==> src/rtl/ysyx_22040750_pkg.sv <==
// Shared types and constants for the ysyx_22040750 fetch stage.
package ysyx_22040750_pkg;

  typedef enum logic [1:0] {
    S_REQ  = 2'd0,
    S_RESP = 2'd1,
    S_OUT  = 2'd2,
    S_NPC  = 2'd3
  } ifu_state_e;

  localparam logic [31:0] NOP_INST         = 32'h0000_0013;
  localparam logic [31:0] RESET_PC_DEFAULT = 32'h8000_0000;

  // The bus returns an aligned doubleword; pc[2] picks the 32-bit half.
  function automatic logic [31:0] sel_inst(input logic [31:0] pc, input logic [63:0] rdata);
    return pc[2] ? rdata[63:32] : rdata[31:0];
  endfunction

endpackage

==> src/rtl/ysyx_22040750_if_id_reg.sv <==
// IF/ID pipeline register: loads only when empty, holds until decode accepts.
module ysyx_22040750_if_id_reg (
  input  logic        clk,
  input  logic        rst,
  input  logic        load,
  input  logic [31:0] pc_in,
  input  logic [31:0] snpc_in,
  input  logic [31:0] inst_in,
  input  logic        exc_in,
  input  logic        id_ready,
  output logic        valid,
  output logic [31:0] pc,
  output logic [31:0] snpc,
  output logic [31:0] inst,
  output logic        exc
);
  logic        valid_q, valid_d;
  logic [31:0] pc_q, pc_d, snpc_q, snpc_d, inst_q, inst_d;
  logic        exc_q, exc_d;

  always_comb begin
    valid_d = valid_q;
    pc_d    = pc_q;
    snpc_d  = snpc_q;
    inst_d  = inst_q;
    exc_d   = exc_q;
    if (load && !valid_q) begin
      valid_d = 1'b1;
      pc_d    = pc_in;
      snpc_d  = snpc_in;
      inst_d  = inst_in;
      exc_d   = exc_in;
    end else if (valid_q && id_ready) begin
      valid_d = 1'b0;
    end
  end

  always_ff @(posedge clk) begin
    if (rst) begin
      valid_q <= 1'b0;
      pc_q    <= '0;
      snpc_q  <= '0;
      inst_q  <= '0;
      exc_q   <= 1'b0;
    end else begin
      valid_q <= valid_d;
      pc_q    <= pc_d;
      snpc_q  <= snpc_d;
      inst_q  <= inst_d;
      exc_q   <= exc_d;
    end
  end

  assign valid = valid_q;
  assign pc    = pc_q;
  assign snpc  = snpc_q;
  assign inst  = inst_q;
  assign exc   = exc_q;
endmodule

==> src/rtl/ysyx_22040750_ifu.sv <==
// ysyx_22040750 instruction fetch unit: PC register, fetch FSM and IF/ID register.
// Define YSYX_22040750_IFU_MISALIGN_EN to report misaligned PCs as exception entries.
//   state  | meaning
//   S_REQ  | request for pc offered to imem
//   S_RESP | request accepted, waiting for read data
//   S_OUT  | IF/ID full, waiting for decode (and next PC)
//   S_NPC  | decode took the entry, waiting for next PC
module ysyx_22040750_ifu
  import ysyx_22040750_pkg::*;
#(
  parameter logic [31:0] RESET_PC = RESET_PC_DEFAULT
) (
  input  logic        I_clk,
  input  logic        I_rst,
  input  logic [31:0] I_dnpc,
  input  logic        I_pc_valid,
  output logic        O_pc_ready,
  output logic        O_imem_req_valid,
  input  logic        I_imem_req_ready,
  output logic [31:0] O_imem_addr,
  input  logic        I_imem_resp_valid,
  input  logic [63:0] I_imem_rdata,
  output logic        O_IF_ID_valid,
  input  logic        I_ID_ready,
  output logic [31:0] O_IF_ID_pc,
  output logic [31:0] O_IF_ID_snpc,
  output logic [31:0] O_IF_ID_inst,
  output logic        O_IF_ID_exc
);
  ifu_state_e  state_q, state_d;
  logic [31:0] pc_q, pc_d;
  logic [31:0] dnpc_fix, load_inst;
  logic        misalign, if_id_load, load_exc, exc_in;

`ifdef YSYX_22040750_IFU_MISALIGN_EN
  assign misalign = (pc_q[1:0] != 2'b00);
  assign dnpc_fix = I_dnpc;
  assign exc_in   = load_exc;
`else
  assign misalign = 1'b0;
  assign dnpc_fix = I_dnpc & ~32'h3;
  assign exc_in   = 1'b0;
`endif

  assign O_pc_ready = (state_q == S_NPC) || ((state_q == S_OUT) && I_ID_ready);

  always_comb begin
    state_d    = state_q;
    pc_d       = pc_q;
    if_id_load = 1'b0;
    load_exc   = 1'b0;
    load_inst  = sel_inst(pc_q, I_imem_rdata);
    case (state_q)
      S_REQ: begin
        // A misaligned PC never reaches memory; it becomes a NOP carrying the exception.
        if (misalign) begin
          if_id_load = 1'b1;
          load_inst  = NOP_INST;
          load_exc   = 1'b1;
          state_d    = S_OUT;
        end else if (I_imem_req_ready) begin
          state_d = S_RESP;
        end
      end
      S_RESP: begin
        if (I_imem_resp_valid) begin
          if_id_load = 1'b1;
          state_d    = S_OUT;
        end
      end
      S_OUT: begin
        if (I_ID_ready) state_d = I_pc_valid ? S_REQ : S_NPC;
      end
      S_NPC: begin
        if (I_pc_valid) state_d = S_REQ;
      end
      default: state_d = S_REQ;
    endcase
    if (O_pc_ready && I_pc_valid) pc_d = dnpc_fix;
  end

  always_ff @(posedge I_clk) begin
    if (I_rst) begin
      state_q <= S_REQ;
      pc_q    <= RESET_PC;
    end else begin
      state_q <= state_d;
      pc_q    <= pc_d;
    end
  end

  assign O_imem_req_valid = (state_q == S_REQ) && !misalign;
  assign O_imem_addr      = {pc_q[31:3], 3'b000};

  ysyx_22040750_if_id_reg u_if_id (
    .clk      (I_clk),
    .rst      (I_rst),
    .load     (if_id_load),
    .pc_in    (pc_q),
    .snpc_in  (pc_q + 32'd4),
    .inst_in  (load_inst),
    .exc_in   (exc_in),
    .id_ready (I_ID_ready),
    .valid    (O_IF_ID_valid),
    .pc       (O_IF_ID_pc),
    .snpc     (O_IF_ID_snpc),
    .inst     (O_IF_ID_inst),
    .exc      (O_IF_ID_exc)
  );
endmodule

==> config.mk <==
export PLATFORM = sky130hd
export DESIGN_NAME = ysyx_22040750_ifu
export DESIGN_NICKNAME = d
export VERILOG_FILES = /design/src/rtl/ysyx_22040750_pkg.sv /design/src/rtl/ysyx_22040750_if_id_reg.sv /design/src/rtl/ysyx_22040750_ifu.sv
export SDC_FILE = /design/constraint.sdc
export NUM_CORES = 1
export LEC_CHECK = 0
export BUFFER_PORTS_ARGS = -buffer_cell sky130_fd_sc_hd__buf_4
export CAP_MARGIN = 40
export CELL_PAD_IN_SITES_DETAIL_PLACEMENT = 0
export CELL_PAD_IN_SITES_GLOBAL_PLACEMENT = 1
export CORE_ASPECT_RATIO = 1.1
export CORE_MARGIN = 10
export CORE_UTILIZATION = 31
export CTS_BUF_LIST = sky130_fd_sc_hd__clkbuf_4 sky130_fd_sc_hd__clkbuf_8
export DETAILED_ROUTE_END_ITERATION = 10
export PLACE_DENSITY = 0.75
export SLEW_MARGIN = 20
export SYNTH_ARGS = -nofsm -noshare
export SYNTH_HDL_FRONTEND = slang
export SYNTH_SLANG_ARGS = --single-unit
==> constraint.sdc <==
create_clock -name I_clk -period 1.9 [get_ports I_clk]
set_clock_uncertainty 0.2 [all_clocks]
set_input_delay 0.095 -clock I_clk [delete_from_list [all_inputs] [get_ports I_clk]]
set_output_delay 0.095 -clock I_clk [all_outputs]
set_load 0.02 [all_outputs]
# Word-level counts from Yosys, hierarchy flattened
# Cells that the tools add are included.
# totals
ff_bits	127
latch_bits	0
mem_bits_rw	0
romBits	0
inputBits	102
out_inout_bits	132
wordCells	34
memories	0
# classes
addsub	1
n_mul	0
div_mod_pow	0
n_lt_le_gt_ge	0
n_eq_ne	7
shifts	0
mux	11
bitwise	0
n_reduce_logical	9
# op_table
cell	n
$add A32 B3 Y32 const B	1
$mux W32	1
$mux W2	5
$pmux W2 S4	1
$ne A2 B2 Y1 const B	3
$eq A2 B2 Y1 const B	2
$logic_and A1 B1 Y1	4
$mux W1	4
$reduce_and A4 Y1	1
$eq A2 B1 Y1 const B	1
$logic_not A2 Y1	1
$ne A2 B1 Y1 const B	1
$reduce_bool A2 Y1	1
$logic_not A1 Y1	1
$logic_or A1 B1 Y1	1

# Logic depth before layout (Yosys ltp)
# logic_depth
depth_word	4
ltp_mapped	6
ltp_nobuf	6

# Hierarchy
# A second synthesis with hierarchy kept.
# hier_totals
cells_unflattened	737
area_unflattened_um2	6930.4
# modules_own_cells
module	instances	cells_per_inst	area_each_um2
ysyx_22040750_if_id_reg	1	445	4590.7
ysyx_22040750_ifu	1	292	2339.7

# Least setup slack after synthesis
# Ideal clock, no wire load.
# synth_timing
kind	register -> register
start	register pc_q[9]
end	register u_if_id.snpc_q[28] (netlist: u_if_id.snpc[28])
arrival_time_ps	1735
t_required_ps	1563
path_slack_ps	-172
stages_incl_launch_ff	6
path_buffers	0
synth_period_minus_slack_ps	2072
cell_sequence	dfxtp_1 nand4_2 or4_4 nor4_4 xnor2_1 a211oi_2
# synth_via
elab_chain_cells	1
# synth_lines
item	line_no	rtl
from (decl)	ysyx_22040750_ifu.sv:31	logic [31:0] pc_q, pc_d;
from (signal assigned)	ysyx_22040750_ifu.sv:88	pc_q <= pc_d;
$add A32 B3 Y32	ysyx_22040750_ifu.sv:100	.snpc_in (pc_q + 32'd4),
to (signal assigned)	ysyx_22040750_if_id_reg.sv:48	snpc_q <= snpc_d;
to (decl)	ysyx_22040750_if_id_reg.sv:18	logic [31:0] pc_q, pc_d, snpc_q, snpc_d, inst_q, inst_d;
# Every way passes these cells.
# A chain may end at the register's enable or synchronous reset.

# Worst setup path after layout
# layout_timing
start	register pc_q[12]
end	register u_if_id.snpc_q[28] (netlist: u_if_id.snpc[28])
# Same word-level chain as after synthesis.

==> summary.md <==
| Metric | Value |
|---|---|
| Run status | complete, no violations |
| Antenna viol nets, final | 0 |
| Fin. Hold Viols | 0 |
| RSZ-0062 raised after global routing | yes |
| Worst Path Max Fanout | 4 |
| TNS Setup | 0 ns |
| Synth top area share | 46.2% |
| Met1 GRT Util | 19.8% |
| Clk root buf | clkbuf_8 |
| DR iter-0 viols | 181 |
| Part of the Yosys area used for sequential elements | 46.2% |
| CP Capture Type | flip-flop |
| Input/output buffers | 223 |
| Worst-margin pin slew | 0.584 ns |
| Num Clock Sinks | 125 |
| Maximum vdd drop | 0.000351 V |
| Final HPWL DP | 13,700 µm |
| Req. time, crit path | 2.07 ns |
| Ys async rst share | 0% |
| Die Height | 159 µm |
| Maxcap violations | 0 |
| RD Place Congestion | 0.797 |
| Netlist cell types | 33 |
| Synth Cell Area | 0.00541 mm² |
| Die width | 146 µm |
| GR Util met2 | 27.3% |
| Longest Clk Path Bufs | 2 |
| Pleak | 0.00367 µW |
| Clk Latency, worst-skew pair | 0.45 ns |
| First-pass GRT wire length | 30,800 µm |
| Die ar. | 0.0232 mm² |
| Critical path launch point type | flip-flop |
| Slew HR | 61.1% |
| Setup violators final | 0 |
| Vias in the first global route | 5,526 |
| Vias/cell | 4.52 |
| Slew Limit Fails | 0 |
| H-Tree Level Count | 4 |
| Finished layout cell area | 0.00893 mm² |
| Dominant synthesized flop cell | dfxtp_1 |
| Worst EP arrival | 2.02 ns |
| FF+latch count, synth | 125 |
| Max Clk Rate | 540 MHz |
| Cell Rows | 50 |
| Crit Path Class | flip-flop to flip-flop |
| Initial antenna violation count | 0 |
| Pin count of the biggest net entering global routing | 82 |
| Layout cells sized above 1 | 34.3% |
| Total number of vias | 5,497 |
| Post-layout min period | 1.85 ns |
| Tcrit/Tclk final | 97.5% |
| Wire per inst | 16.3 µm |
| Met3 Use GR | 4.74% |
| DRT Pass-1 Iters | 4 |
| Most crowded layer after global routing | met2 |
| Utilization after layout | 52.3% |
| IO Count | 234 |
| Total gr overflow | 0 |
| Syn avg cell area | 8.34 µm² |
| Number of buffers created by CTS | 17 |
| TritonCTS clock tree | built |
| Leading area contributor after synthesis | dfxtp_1 |
| Nets | 1,070 |
| Total track usage | 16.6% |
| Synth Instances | 649 |
| Area post-placement | 0.00750 mm² |
| Pwr/cell area | 713 mW/mm² |
| Most common cell in the synthesized netlist | nand2_1 |
| Final wirelength | 19,800 µm |
| Post-synth EDFFs | 0 |
| # DRC | 0 |
| Worst hold path class | primary input to flip-flop |
| Area of the core | 0.0171 mm² |
| Clk pin slew, worst setup/hold paths | 0.08 ns |
| Synth top cells by count | nand2_1 (135), dfxtp_1 (125), nor2_1 (69) |
| Starting Density | 31.7% |
| Syn. warnings | 0 |
| Top cells by area, synth | dfxtp_1 (46%), nand2_1 (9.4%), a211oi_1 (7.9%), mux2i_1 (5.9%), a21oi_1 (5.7%) |
| P&R area growth vs syn | 65.1% |
-- cell usage in the layout, fill, tap and decap left out, types with 5 or more instances in the layout --
cell type,instances
mux2i_1,32
buf_4,271
nand2_1,134
clkbuf_8,18
clkbuf_4,6
dlygate4sd3_1,99
nand3_1,7
xnor2_1,10
a211oi_1,57
nand4_1,12
xor2_1,16
buf_12,6
clkinv_2,5
dfxtp_1,117
conb_1,8
nor2_1,69
a21oi_1,62
dfxtp_4,5
-- routing by layer --
layer  wire length, µm  share of wire (%)
met5                 0                  0
met3              1090                5.5
met4               525                2.6
met2              9600                 48
met1              8610                 43
-- path summary, 6_finish.rpt --
kind | from | to | slack (ns) | depth (start not counted)
hold / removal | I_dnpc[31] | pc_q[31] | 0.24 | 4
setup reg to reg | pc_q[12] | u_if_id.snpc[28] | 0.05 | 5
hold reg to reg | u_if_id.pc[28] | u_if_id.pc[28] | 0.25 | 2
setup / recovery | pc_q[12] | u_if_id.snpc[28] | 0.05 | 5
-- what timing repair did --
action,4_1_cts,5_1_grt
resized for setup,1,9
pin swaps,0,10
setup endpoints to repair,6,14
hold buffers,99,0
endpoints found under the hold margin,124,0
buffers inserted,0,0
-- cell type report --
cell class	count	area, µm²
Multi-Input combinational cell	443	2560
Fill cell	1616	8140
Clock buffer	24	293
Clock inverter	8	92.6
Timing Repair Buffer	377	3160
Sequential cell	125	2520
Inverter	3	11.3
Tap cell	234	293
Antenna cell	1	2.50
-- flip-flops by register name (all words and copies together), names as in the netlist --
name and cells:
u_if_id.valid 1, state_q 2, u_if_id.snpc 30, u_if_id.inst 32, pc_q 30, u_if_id.pc 30
-- logic make-up after synthesis --
kind of cell / Yosys count / synth area share [%]
simple gates: 251 / 20.1
compound gates: 125 / 14.6
flops: 125 / 46.2
buf+inv: 88 / 8.69
mux: 32 / 5.92
xor+xnor: 26 / 4.21
fa+ha+maj: 1 / 0.231
other cells: 1 / 0.0693
-- per-stage QoR --
step                instances  hold slack [ns]  power, µW  setup WS [ns]
finish                   1215            0.238       6370         0.0473
global route             1214            0.250       6670        -0.0351
floorplan                 656           0.0192       3420       -0.00174
global placement         1083            0.107       3940      -0.000794
detailed placement       1083            0.114       3950        -0.0161
CTS                      1214            0.201       6440         0.0265
-- power breakdown --
group | leakage [µW] | switching, µW | internal, µW | total [µW]
combinational | 0.00244 | 623 | 610 | 1230
sequential | 0.00102 | 74.5 | 2750 | 2820
clock | 0.000205 | 1040 | 1280 | 2320
total | 0.00367 | 1740 | 4630 | 6370
-- worst max-delay path: stages (launching register included) --
cell and delay (ns):
dfxtp_4 0.36, nand4_4 0.11, or4_4 0.60, nor4_4 0.18, xnor2_1 0.12, a211oi_2 0.20
No activity file was read; power rests on OpenSTA's default activity.
